File: src/rtl/rom_arb_pkg.sv
// Shared constants and helpers for the ROM arbiter.
package rom_arb_pkg;
    localparam int NREQ_MAX = 4;
    localparam int IDX_W    = 2;

    function automatic logic [IDX_W-1:0] oh2idx(input logic [NREQ_MAX-1:0] oh);
        logic [IDX_W-1:0] idx;
        idx = '0;
        for (int i = 0; i < NREQ_MAX; i++)
            if (oh[i]) idx = IDX_W'(i);
        return idx;
    endfunction
endpackage

File: src/rtl/rom_arbiter_if.sv
// Requester-side bus of the ROM arbiter: request/address in, grant and read data out.
interface rom_arbiter_if #(
    parameter int DW   = 8,
    parameter int AW   = 14,
    parameter int NREQ = 3
);
    logic [NREQ-1:0]    req;
    logic [NREQ*AW-1:0] addr;
    logic [NREQ-1:0]    ack;
    logic [NREQ-1:0]    rd_valid;
    logic [DW-1:0]      rd_data;

    modport master (output req, addr, input ack, rd_valid, rd_data);
    modport slave  (input req, addr, output ack, rd_valid, rd_data);
endinterface

File: src/rtl/rom_arb_pick.sv
// Winner selection: first requester found searching upward from start, wrapping at NREQ.
module rom_arb_pick
    import rom_arb_pkg::*;
#(
    parameter int NREQ = 3
) (
    input  logic [NREQ-1:0]  req,
    input  logic [IDX_W-1:0] start,
    output logic [NREQ-1:0]  gnt,
    output logic [IDX_W-1:0] idx
);
    logic found;

    always_comb begin
        gnt   = '0;
        found = 1'b0;
        for (int k = 0; k < NREQ; k++)
            for (int j = 0; j < NREQ; j++)
                if (!found && req[j] && j == (int'(start) + k) % NREQ) begin
                    gnt[j] = 1'b1;
                    found  = 1'b1;
                end
    end

    assign idx = oh2idx(NREQ_MAX'(gnt));
endmodule

File: src/rtl/rom_arbiter.sv
// Single-port ROM arbiter for NREQ requesters, one read per cycle, 1-cycle read latency.
// Define ROM_ARB_ROUND_ROBIN_EN for round-robin; default is fixed lowest-index priority.
module rom_arbiter
    import rom_arb_pkg::*;
#(
    parameter int DW   = 8,
    parameter int AW   = 14,
    parameter int NREQ = 3
) (
    input  logic          clock,
    input  logic          reset,
    rom_arbiter_if.slave  bus,
    output logic          rom_ce,
    output logic [AW-1:0] rom_a,
    input  logic [DW-1:0] rom_d
);
    logic [NREQ-1:0]  gnt;
    logic [IDX_W-1:0] idx;
    logic [IDX_W-1:0] start;
    logic [IDX_W-1:0] win_q;
    logic             vld_q;
    logic [DW-1:0]    hold;

    rom_arb_pick #(.NREQ(NREQ)) u_pick (
        .req   (bus.req),
        .start (start),
        .gnt   (gnt),
        .idx   (idx)
    );

`ifdef ROM_ARB_ROUND_ROBIN_EN
    logic [IDX_W-1:0] ptr;

    always_ff @(posedge clock) begin
        if (reset)
            ptr <= '0;
        else if (|gnt)
            ptr <= (idx == IDX_W'(NREQ - 1)) ? '0 : idx + IDX_W'(1);
    end

    assign start = ptr;
`else
    assign start = '0;
`endif

    assign bus.ack = reset ? '0 : gnt;
    assign rom_ce  = |bus.ack;

    always_comb begin
        rom_a = '0;
        for (int i = 0; i < NREQ; i++)
            if (bus.ack[i]) rom_a = bus.addr[i*AW +: AW];
    end

    // A read issued just before reset is dropped by gating the registered valid.
    always_ff @(posedge clock) begin
        if (reset) begin
            vld_q <= 1'b0;
            win_q <= '0;
            hold  <= '0;
        end else begin
            vld_q <= |gnt;
            win_q <= idx;
            if (vld_q) hold <= rom_d;
        end
    end

    always_comb begin
        bus.rd_valid = '0;
        for (int i = 0; i < NREQ; i++)
            bus.rd_valid[i] = vld_q && !reset && (win_q == IDX_W'(i));
    end

    // ROM data arrives in the valid cycle itself, so it is passed through, then held.
    assign bus.rd_data = (vld_q && !reset) ? rom_d : hold;
endmodule

File: src/flat_wrapper.sv
// flat-port wrapper written by rule: the top's interface ports become plain ports
module rom_arbiter_flat import rom_arb_pkg::*;
#(
    parameter int DW   = 8,
    parameter int AW   = 14,
    parameter int NREQ = 3
)
  (clock, reset, rom_ce, rom_a, rom_d, bus_req, bus_addr, bus_ack, bus_rd_valid, bus_rd_data);
  rom_arbiter_if #(.DW(DW), .AW(AW), .NREQ(NREQ)) bus_i ();
  input  logic clock;
  input  logic reset;
  output logic rom_ce;
  output logic [AW-1:0] rom_a;
  input  logic [DW-1:0] rom_d;
  input wire logic [$bits(bus_i.req)-1:0] bus_req;
  input wire logic [$bits(bus_i.addr)-1:0] bus_addr;
  output wire logic [$bits(bus_i.ack)-1:0] bus_ack;
  output wire logic [$bits(bus_i.rd_valid)-1:0] bus_rd_valid;
  output wire logic [$bits(bus_i.rd_data)-1:0] bus_rd_data;
  assign bus_i.req = bus_req;
  assign bus_i.addr = bus_addr;
  assign bus_ack = bus_i.ack;
  assign bus_rd_valid = bus_i.rd_valid;
  assign bus_rd_data = bus_i.rd_data;
  rom_arbiter #(.DW(DW), .AW(AW), .NREQ(NREQ)) u_core (.clock(clock), .reset(reset), .bus(bus_i), .rom_ce(rom_ce), .rom_a(rom_a), .rom_d(rom_d));
endmodule
File: config.mk
export PLATFORM = sky130hd
export DESIGN_NAME = rom_arbiter_flat
export DESIGN_NICKNAME = d
export VERILOG_FILES = /design/src/rtl/rom_arb_pkg.sv /design/src/rtl/rom_arbiter_if.sv /design/src/rtl/rom_arb_pick.sv /design/src/rtl/rom_arbiter.sv /design/src/flat_wrapper.sv
export SDC_FILE = /design/constraint.sdc
export NUM_CORES = 1
export LEC_CHECK = 0
export BUFFER_PORTS_ARGS = -buffer_cell sky130_fd_sc_hd__buf_2
export CORE_ASPECT_RATIO = 1.1
export CORE_MARGIN = 2
export CORE_UTILIZATION = 34
export DETAILED_ROUTE_END_ITERATION = 7
export PLACE_DENSITY = 0.79
export SYNTH_ARGS = -nofsm -noshare
export SYNTH_HDL_FRONTEND = slang
export SYNTH_SLANG_ARGS = --single-unit
File: constraint.sdc
create_clock -name clock -period 1.8 [get_ports clock]
set_input_delay 0.27 -clock clock [delete_from_list [all_inputs] [get_ports clock]]
set_output_delay 0.27 -clock clock [all_outputs]
set_load 0.01 [all_outputs]
* Yosys cells after proc, flatten, opt, wreduce, memory -nomap -nowiden
Cells that the tools add are included.
** Cells by class
- Equality and inequality tests :: 2
- Muxes and demuxes :: 11
- Reduce and logical (&&, ||, !) cells :: 13
** Operators by type and width (number)
- $mux W14 :: 3
- $mux W8 :: 1
- $logic_and A1 B1 Y1 :: 6
- $reduce_or A3 Y1 :: 2
- $mux W1 :: 5
- $logic_not A1 Y1 :: 3
- $mux W3 :: 1
- $eq A2 B1 Y1 const B :: 1
- $eq A2 B2 Y1 const B :: 1
- $logic_not A2 Y1 :: 1
- $mux W2 :: 1
- $reduce_or A2 Y1 :: 1
** Word-level totals
- Flip-flop bits (word level) :: 11
- Bits of input ports :: 55
- Logic and storage cells :: 30

* Longest topological paths before layout
- Depth in word-level cells :: 11
- Depth in mapped cells :: 6
- Depth with buffers taken out :: 4

* Hierarchy
A second synthesis with hierarchy kept.
** Unflattened totals
- Cells, all modules :: 137
- Area total of the unflattened synthesis :: 1248.7 um^2
** By module, submodules not included
- rom_arbiter :: times used 1, cells an instance 120, area an instance 1118.6 um^2
- rom_arb_pick :: times used 1, cells an instance 17, area an instance 130.1 um^2

* Worst setup path after synthesis
Ideal clock, no wire load.
- Kind :: input port to output port
- From :: input reset
- To :: output rom_a[10]
- Arrival time :: 1.351 ns
- Data required time :: 1.530 ns
- Path slack :: 0.179 ns
- Stages :: 6
- Buffers on the path :: 2
- Cells stage by stage :: or4b_1 buf_6 clkinv_4 buf_8 a221oi_1 nor2_1
** On the way
- Elaborated cells on any way between the ends :: 4
** RTL lines
- start, declared :: line flat_wrapper.sv:11 : input logic reset;
- $mux W3 :: line rom_arbiter.sv:46 : assign bus.ack = reset ? '0 : gnt;
- named net bus_ack[2] :: line flat_wrapper.sv:17 : output wire logic [$bits(bus_i.ack)-1:0] bus_ack;
- $mux W14 :: line rom_arbiter.sv:52 : if (bus.ack[i]) rom_a = bus.addr[i*AW +: AW];
- end, declared :: line flat_wrapper.sv:13 : output logic [AW-1:0] rom_a;
The timed path passes the listed nets, and every way through them passes these cells.

* Final worst setup path
- From :: input reset
- To :: output rom_a[10]
** On the way
- Cells in the longest elaborated chain, start to end :: 4
** Ends and longest elaborated chain (line)
- $mux W3 (*) :: rom_arbiter.sv:46
- $mux W14 (2 in series) :: rom_arbiter.sv:52
- $mux W14 (*) :: rom_arbiter.sv:52
Mark *: on every way between the ends. The rest lies on a longest branch, timed or not.

==> run metrics <==
gr ovfl total=0; CP max-delay cell=or4b_4; Seq/Total Area, Yosys=0.276; worst slew pin tran=0.387 ns; final setup fails=0; CP Depth=6; Min-Delay Path Class=in2reg; FF+latch area=220 sq um; Core ar.=between 2000 and 2500 sq um; Sw Ratio=0.310; Clock Power Share=0.244; IO Count=84; top post-synthesis cells by area=dfxtp_1, nor2_1, a221oi_1; Final Hold Fails=0; Clock Tree Buf Depth=2; max-cap viol count=0; Die Span Y=54.8 microns; CTS tree=built; number of port buffers=83; Synth cell types=17; Site Rows=18; postcts setup bufs=0; total die area=2750 sq um; Post-Synthesis Cells=116; Hold Path Stages=3; Yosys warning count=0; via density per instance=4.93; setup TNS=0 ns; CTS buffer count=3; GPL Wtd Cong=0.702; Max stage delay on crit path=between 0.5 and 0.6 ns; Max IR drop VDD=269 uV; Critical Path AT=approximately 1.4 ns; first-pass GRT wire length=3.93 mm; WP buf/inv=3; Psw=210 uW; power share of the combinational group=0.364; CTS Root Cell=clkbuf_4; vias in the first global route=between 900 and 1000; Worst R2R Path Depth=3; clock transition at the registers of the reported paths=around 0.06 ns; Worst Skew=0.00663 ns; Internal=468 uW; critical path launch point type=input pin; clk sink count=11; initial antenna violation count=0; top-area cell type share of the netlist area=0.276; fin util=0.576; Ant. Diodes=0; Slew Limit Fails=0; hpwl dp=roughly 2.1 mm; Routed Antenna Nets=0; nets=257; FMAX=589 MHz; First DRT Iteration DRCs=14; DRC=0; DR pass1 iterations=4; worst-path maximum fanout=15; PwrDens=528 nW/um^2; Cell Area, Synth=797 sq um; Seq pwr share=0.392; Worst R2R Setup Slack=0.80 ns; Synth Area per Inst=around 6.9 sq um; LEAKAGE=0.000740 uW; crit end category=primary output; largest area contributor in the netlist=dfxtp_1; Seq cells post-synth=11; Clock Latency Late Sink=0.27 ns; Initial Utilization=0.357; post-layout minimum cycle time=1.70 ns; Worst slew margin=0.742; Routed WL per cell=about 11 microns; Post-Route WL=between 2 and 3 mm; die width=around 50 microns; area of the multi-input gates=520 sq um; WP data required=roughly 1.5 ns; status=finished, final reports clean; Vias=between 1000 and 1500; CP cell instances=buf_2 -> or4b_4 -> buf_4 -> nor2_1 -> nor2_1 -> buf_2; fillcell total=222; largest net degree at the start of global routing=16; RSZ-0062 raised after global routing=no; syn nets=171; Final Cycle Share=0.943; Total Routing Usage GR=0.192; number of H-tree levels=1; fraction of layout cells with a size suffix above 1=0.483; Crit path max-delay family=simple AND/OR/NAND/NOR gates; Area Growth Syn to Fin=61.2%; worst setup path category=in2out
==> layer usage <==
metal	GRT usage	share of wire	vias up	wire length (microns)
met5	0	0	-	0
met2	0.371	0.50	67	1290
met1	0.188	0.37	498	954
met4	0.111	0.020	0	51
li1	-	-	567	-
met3	0.0492	0.12	6	303
==> power by group through the flow <==
stage / Clock (uW) / Combinational [uW] / Sequential (uW)
3_5_place_dp: 0 / 243 / 271
3_3_place_gp: 0 / 240 / 270
6_report: 165 / 247 / 266
5_1_grt: 179 / 275 / 268
4_1_cts: 172 / 244 / 266
2_1_floorplan: 0 / 122 / 268
==> state kept, by name, summed over array words and instances, names as in the netlist <==
signal and cells:
u_core.hold 8, u_core.vld_q 1, u_core.win_q 2
==> tightest hold or removal path, cell delays in order <==
cell,delay (ns)
buf_2,0.08
nor3_1,0.05
nor2_1,0.07
==> cells in the mapped netlist (all sizes together) <==
cell,count
clkinv,1
nor3,2
buf,6
nor3b,4
nand2b,1
inv,1
nor2b,2
clkbuf,3
mux2i,8
dfxtp,11
a221oi,14
nor2,38
nand2,24
or4b,1
==> layout make-up <==
cell class / count / area share
multi-input cells: 94 / 0.405
repair buffers: 90 / 0.364
flip-flops and latches: 11 / 0.171
well taps: 30 / 0.0292
clock buffers: 4 / 0.0204
inverters: 2 / 0.00974
==> timing repair <==
item,CTS,global route
endpoints found under the setup margin,0,10
resized for setup,0,3
hold buffers,0,0
==> through the flow <==
step | power (uW) | worst slack (ns) | instances | cell area [sq um] | hold WS (ns)
2_1_floorplan | 390 | 0.179 | 116 | 797 | 0.345
3_3_place_gp | 511 | 0.0455 | 227 | 1240 | 0.472
3_5_place_dp | 515 | 0.0472 | 227 | 1240 | 0.484
4_1_cts | 682 | 0.0417 | 231 | 1270 | 0.241
5_1_grt | 722 | 0.00794 | 231 | 1280 | 0.266
6_report | 678 | 0.102 | 231 | 1280 | 0.249
==> cells in the final DEF, fill, tap and decap left out <==
cell,count
clkbuf_4,3
a221oi_2,2
a221oi_1,12
nor2b_1,2
nand2_1,24
clkbuf_1,1
clkinv_4,1
nand2b_1,1
nor3b_1,4
nor3_1,2
buf_2,83
nor2_1,38
mux2i_1,8
inv_1,1
buf_4,7
dfxtp_1,11
or4b_4,1
==> cell families after synthesis <==
logic type / Yosys count / share of synthesized area
mux: 8 / 0.100
flops: 11 / 0.276
buf+inv: 11 / 0.0910
compound gates: 14 / 0.154
simple gates: 72 / 0.378
==> final timing paths <==
| path | start | to |
|---|---|---|
| worst min-delay path | bus_req[2] | u_core.vld_q$_SDFF_PP0_ |
| worst max-delay path | reset | rom_a[10] |
| worst min register to register | u_core.hold[0]$_SDFFE_PP0P_ | u_core.hold[0]$_SDFFE_PP0P_ |
| worst max register to register | u_core.vld_q$_SDFF_PP0_ | u_core.hold[4]$_SDFFE_PP0P_ |
No activity file was read; power rests on OpenSTA's default activity.
